**src/rtl/sist_seguridad_zonas.sv**
```systemverilog
// N-zone alarm controller: exit/entry delays, instant vs delayed zones, tripped-zone memory, wrong-code lockout.
// Optional `SIREN_TIMEOUT_EN: ALARM auto-returns to ARMED after SIREN_CYCLES and tripped zones are auto-bypassed.
module sist_seguridad_zonas #(
    parameter int                  N_ZONES      = 6,
    parameter int                  CODE_W       = 4,
    parameter logic [CODE_W-1:0]   PASSCODE     = 4'hA,
    parameter logic [N_ZONES-1:0]  DELAY_ZONES  = 6'b000001,
    parameter int                  EXIT_CYCLES  = 8,
    parameter int                  ENTRY_CYCLES = 16,
    parameter int                  MAX_TRIES    = 3,
    parameter int                  LOCK_CYCLES  = 32,
    parameter int                  SIREN_CYCLES = 64
) (
    input  logic                               clk,
    input  logic                               rst,
    input  logic                               code_vld,
    input  logic [CODE_W-1:0]                  code,
    input  logic [N_ZONES-1:0]                 zone,
    input  logic [N_ZONES-1:0]                 zone_mask,
    output logic                               armed,
    output logic                               siren,
    output logic                               beeper,
    output logic                               lockout,
    output logic                               ready,
    output logic [N_ZONES-1:0]                 zone_mem,
    output logic [$clog2(MAX_TRIES+1)-1:0]     fail_cnt,
    output logic [2:0]                         state
);
    localparam int FW   = $clog2(MAX_TRIES + 1);
    localparam int LW   = $clog2(LOCK_CYCLES + 1);
    localparam int T_EE = (EXIT_CYCLES > ENTRY_CYCLES) ? EXIT_CYCLES : ENTRY_CYCLES;
`ifdef SIREN_TIMEOUT_EN
    localparam int T_MAX = (T_EE > SIREN_CYCLES) ? T_EE : SIREN_CYCLES;
`else
    localparam int T_MAX = T_EE;
`endif
    localparam int TW = $clog2(T_MAX + 1);

    typedef enum logic [2:0] {
        S_DISARMED = 3'd0,
        S_EXIT     = 3'd1,
        S_ARMED    = 3'd2,
        S_ENTRY    = 3'd3,
        S_ALARM    = 3'd4
    } st_t;

    st_t               st_reg, st_next;
    logic [TW-1:0]     tmr_reg, tmr_next;
    logic [LW-1:0]     lock_tmr_reg;
    logic [N_ZONES-1:0] mem_next, bypass, active;
    logic              good, bad, lock_start, inst_hit;

    // One shared timer serves EXIT, ENTRY and ALARM since they are mutually exclusive.
`ifdef SIREN_TIMEOUT_EN
    assign bypass = (st_reg != S_DISARMED) ? zone_mem : '0;
`else
    assign bypass = '0;
`endif
    assign active     = zone & ~zone_mask & ~bypass;
    assign ready      = ~|active;
    assign good       = code_vld & ~lockout & (code == PASSCODE);
    assign bad        = code_vld & ~lockout & (code != PASSCODE);
    assign lock_start = bad & (fail_cnt == FW'(MAX_TRIES - 1));
    assign inst_hit   = |(active & ~DELAY_ZONES);
    assign state      = st_reg;

    always_comb begin
        st_next  = st_reg;
        tmr_next = tmr_reg;
        mem_next = zone_mem;
        case (st_reg)
            S_DISARMED: begin
                if (good && ready) begin
                    st_next  = S_EXIT;
                    tmr_next = TW'(EXIT_CYCLES - 1);
                    mem_next = '0;
                end
            end
            S_EXIT: begin
                if (good)                 st_next = S_DISARMED;
                else if (tmr_reg == '0)   st_next = S_ARMED;
                else                      tmr_next = tmr_reg - TW'(1);
            end
            S_ARMED: begin
                if (good) st_next = S_DISARMED;
                else begin
                    mem_next = zone_mem | active;
                    if (lock_start || inst_hit) st_next = S_ALARM;
                    else if (|active) begin
                        st_next  = S_ENTRY;
                        tmr_next = TW'(ENTRY_CYCLES - 1);
                    end
                end
            end
            S_ENTRY: begin
                if (good) st_next = S_DISARMED;
                else begin
                    mem_next = zone_mem | active;
                    if (lock_start || inst_hit || tmr_reg == '0) st_next = S_ALARM;
                    else                                          tmr_next = tmr_reg - TW'(1);
                end
            end
            S_ALARM: begin
                if (good) st_next = S_DISARMED;
                else begin
                    mem_next = zone_mem | active;
`ifdef SIREN_TIMEOUT_EN
                    if (tmr_reg == '0) st_next = S_ARMED;
                    else               tmr_next = tmr_reg - TW'(1);
`endif
                end
            end
            default: st_next = S_DISARMED;
        endcase
`ifdef SIREN_TIMEOUT_EN
        if (st_next == S_ALARM && st_reg != S_ALARM) tmr_next = TW'(SIREN_CYCLES - 1);
`endif
    end

    always_ff @(posedge clk or posedge rst) begin
        if (rst) begin
            st_reg       <= S_DISARMED;
            tmr_reg      <= '0;
            lock_tmr_reg <= '0;
            zone_mem     <= '0;
            fail_cnt     <= '0;
            lockout      <= 1'b0;
            armed        <= 1'b0;
            siren        <= 1'b0;
            beeper       <= 1'b0;
        end else begin
            st_reg   <= st_next;
            tmr_reg  <= tmr_next;
            zone_mem <= mem_next;
            armed    <= (st_next != S_DISARMED);
            siren    <= (st_next == S_ALARM);
            beeper   <= (st_next == S_EXIT) || (st_next == S_ENTRY);
            if (lockout) begin
                if (lock_tmr_reg == '0) begin
                    lockout  <= 1'b0;
                    fail_cnt <= '0;
                end else begin
                    lock_tmr_reg <= lock_tmr_reg - LW'(1);
                end
            end else if (good) begin
                fail_cnt <= '0;
            end else if (bad) begin
                fail_cnt <= fail_cnt + FW'(1);
                if (lock_start) begin
                    lockout      <= 1'b1;
                    lock_tmr_reg <= LW'(LOCK_CYCLES - 1);
                end
            end
        end
    end
endmodule
```
**config.mk**
```make
export PLATFORM = sky130hd
export DESIGN_NAME = sist_seguridad_zonas
export DESIGN_NICKNAME = d
export VERILOG_FILES = /design/src/rtl/sist_seguridad_zonas.sv
export SDC_FILE = /design/constraint.sdc
export NUM_CORES = 1
export LEC_CHECK = 0
export ABC_AREA = 1
export BUFFER_PORTS_ARGS = -buffer_cell sky130_fd_sc_hd__buf_2
export CORE_UTILIZATION = 45
export DETAILED_ROUTE_END_ITERATION = 10
export PLACE_DENSITY = 0.71
export SLEW_MARGIN = 0
export SYNTH_ARGS = -nofsm -noshare
export SYNTH_HDL_FRONTEND = slang
export SYNTH_SLANG_ARGS = --single-unit
```
**constraint.sdc**
```tcl
create_clock -name clk -period 1.38 [get_ports clk]
set_input_delay 0.138 -clock clk [delete_from_list [all_inputs] [get_ports clk]]
set_output_delay 0.138 -clock clk [all_outputs]
set_load 0.1 [all_outputs]
```
==> metrics <==
Sw Pwr 1.23 mW; CTS root buf clkbuf_4; TritonRoute pass-1 iters 4; first-pass GRT wire length around 5.8 mm; post-synth cell types 25; CP Capture Type flop; clk_skew between 9 and 10 ps; RR Endpoint armed; Die Width 61.7 µm; die height between 60 and 70 µm; EDFF count, synth 0; sequential share of power between 30 and 40%; Post-route DRC 0; hold_sp code_vld; Area growth syn-to-layout 38.0%; H-tree levels 1; synthesized area approximately 0.0016 mm²; via count 1552; CP Launch Type flop; RD Place Congestion about 0.90; fin. max-slew vios 0; Arr. time, crit path ~1700 ps; core box area about 0.0034 mm²; Initial DRC Count between 40 and 50; Max rail drop VDD between 0.001 and 0.0015 V; RSZ-0062 raised after global routing true; number of vias per cell 4.83; HP Class primary input to flop; antenna violations before repair 0; vias in the first global route between 1000 and 1500; ys flop type dfrtp_1; layout cells sized above 1 roughly 44%; commonest non-fill, non-tap cell in the layout nand2_1; total power between 2 and 3 mW; Nets 299; global route total overflow 0; Max Clock Freq between 600 and 700 MHz; syn_nets between 200 and 250; Max-slew headroom around two thirds; setup ws final -94.5 ps; Port Buffer Count 34; Critical Path RT between 1500 and 2000 ps; Antenna Cells 0; Leakage approximately 1.2 nW; Hold Crit Depth 4; power share of the clock group between 10 and 15%; FFs w/ async S/R, synth 100%; hold_ws 216 ps; max cap viols 0; Antenna Nets Post-Route 0; period utilization 107%; CP Class flop to flop; power density over cell area 1200 mW/mm²; commonest cells after routing, fill and taps aside 45 x nand2_1, 31 x inv_1, 30 x buf_2; clock tree buffer depth 2; # rows 21; CTS buffer count 3; crit-path max FO 6; # setup viols final 18; Initial Util between 40% and 50%; insertion delay to the later sink of the worst-skew pair about 320 ps; Clock transition at path regs 150 ps; setup TNS -1140 ps; Int Power between 1 and 1.5 mW; synth warn 0; reg-to-reg slack, setup -90 ps; wirelength, routed approximately 3.5 mm; reg2reg start lockout; CTS tree done; num ports 35; hold path endpoint fail_cnt[1]; largest net degree at the start of global routing 27; syn_area_per_cell roughly 7.5 µm²; Synth Register Bits 26; die area between 0.003 and 0.004 mm²; TritonCTS Sinks 26; Worst Reg-to-Reg Cells 9; Worst-Margin Slew around 490 ps; DR WL/cell around 11 µm; part of the power in combinational logic 51.8%; final hold vios 0; DP HPWL 2.59 mm; failing checks setup timing; sequential area share after synthesis between 40% and 50%; Gate Count Post-Synth ~210; Setup WS pre-CTS -116 ps; Sw Ratio 46.2%; status complete, but fails checks; post-layout min period around 1500 ps; GR Util All Layers around a fifth
cell usage after synthesis, drive strengths merged (2+ instances only):
cell	count	area share [%]
a21oi	5	1.6
inv	44	10
xor2	2	1.1
ha	4	3.1
nand3	31	11
dfrtp	26	41
nor3	2	0.63
o31ai	2	0.94
o21ai	18	7.0
nand2	57	14
nor2	15	5.5
final cells by class:
cell class / instances / area, µm²
Sequential cell: 26 / 673
Tap cell: 46 / 57.6
Clock buffer: 4 / 26.3
Inverter: 44 / 169
Multi-Input combinational cell: 143 / 885
Fill cell: 315 / 1150
Timing Repair Buffer: 58 / 400
layer usage:
metal,track usage (%),part of all wire [%]
met5,0,0
met4,4.13,0.69
met3,2.10,4.5
met2,33.3,47
met1,29.0,48
stage by stage:
step / cell area (µm²) / instances / util [%]
after CTS: 2150 / 320 / 64.1
after global placement: 2060 / 313 / 61.1
after global routing: 2210 / 321 / 65.7
final: 2210 / 321 / 65.7
after floorplan: 1650 / 214 / -
after detailed placement: 2060 / 313 / 61.1
cell families (layout without fill, tap and decap cells):
family                   Yosys count  after routing  synth area share (%)
AO/OA/AOI/OAI                     28             28                  11.1
flip-flops                        26             26                  40.6
buffers and inverters             45            106                  11.0
AND/OR/NAND/NOR                  108            108                  32.5
XOR/XNOR                           3              3                  1.64
adder cells (fa/ha/maj)            4              4                  3.13
what timing repair did:
action | in CTS | in global routing
resized for setup | 13 | 15
pin swaps | 3 | 5
endpoints found under the hold margin | 26 | 0
hold buffers | 1 | 0
buffers inserted | 2 | 1
setup endpoints to repair | 25 | 27
worst max-delay path: stages (launching register included):
cell	delay, ps
dfrtp_4	520
nor2_4	140
buf_4	140
nand3_4	120
nand3_2	110
nand2_1	60
nand2_1	80
inv_2	80
nand2_2	90
nand3_2	60
worst max path at each step:
stage                          from         endpoint  slack, ps  cells after the start
finish                      lockout            armed        -90                      9
floorplan                   lockout      zone_mem[0]       -200                      9
global placement        fail_cnt[0]            armed       -100                      9
global route                lockout            armed       -220                      9
CTS                         lockout            armed        -90                      9
detailed placement  lock_tmr_reg[1]  lock_tmr_reg[2]       -120                      9
power groups by stage:
stage          clock network (mW)  logic [mW]  registers [mW]
3_3_place_gp                    0        1.32           0.954
4_1_cts                     0.347        1.36           0.940
5_1_grt                     0.381        1.50           0.960
6_report                    0.340        1.38           0.939
3_5_place_dp                    0        1.33           0.955
2_1_floorplan                   0       0.625            1.32
No activity file was read; power rests on OpenSTA's default activity.
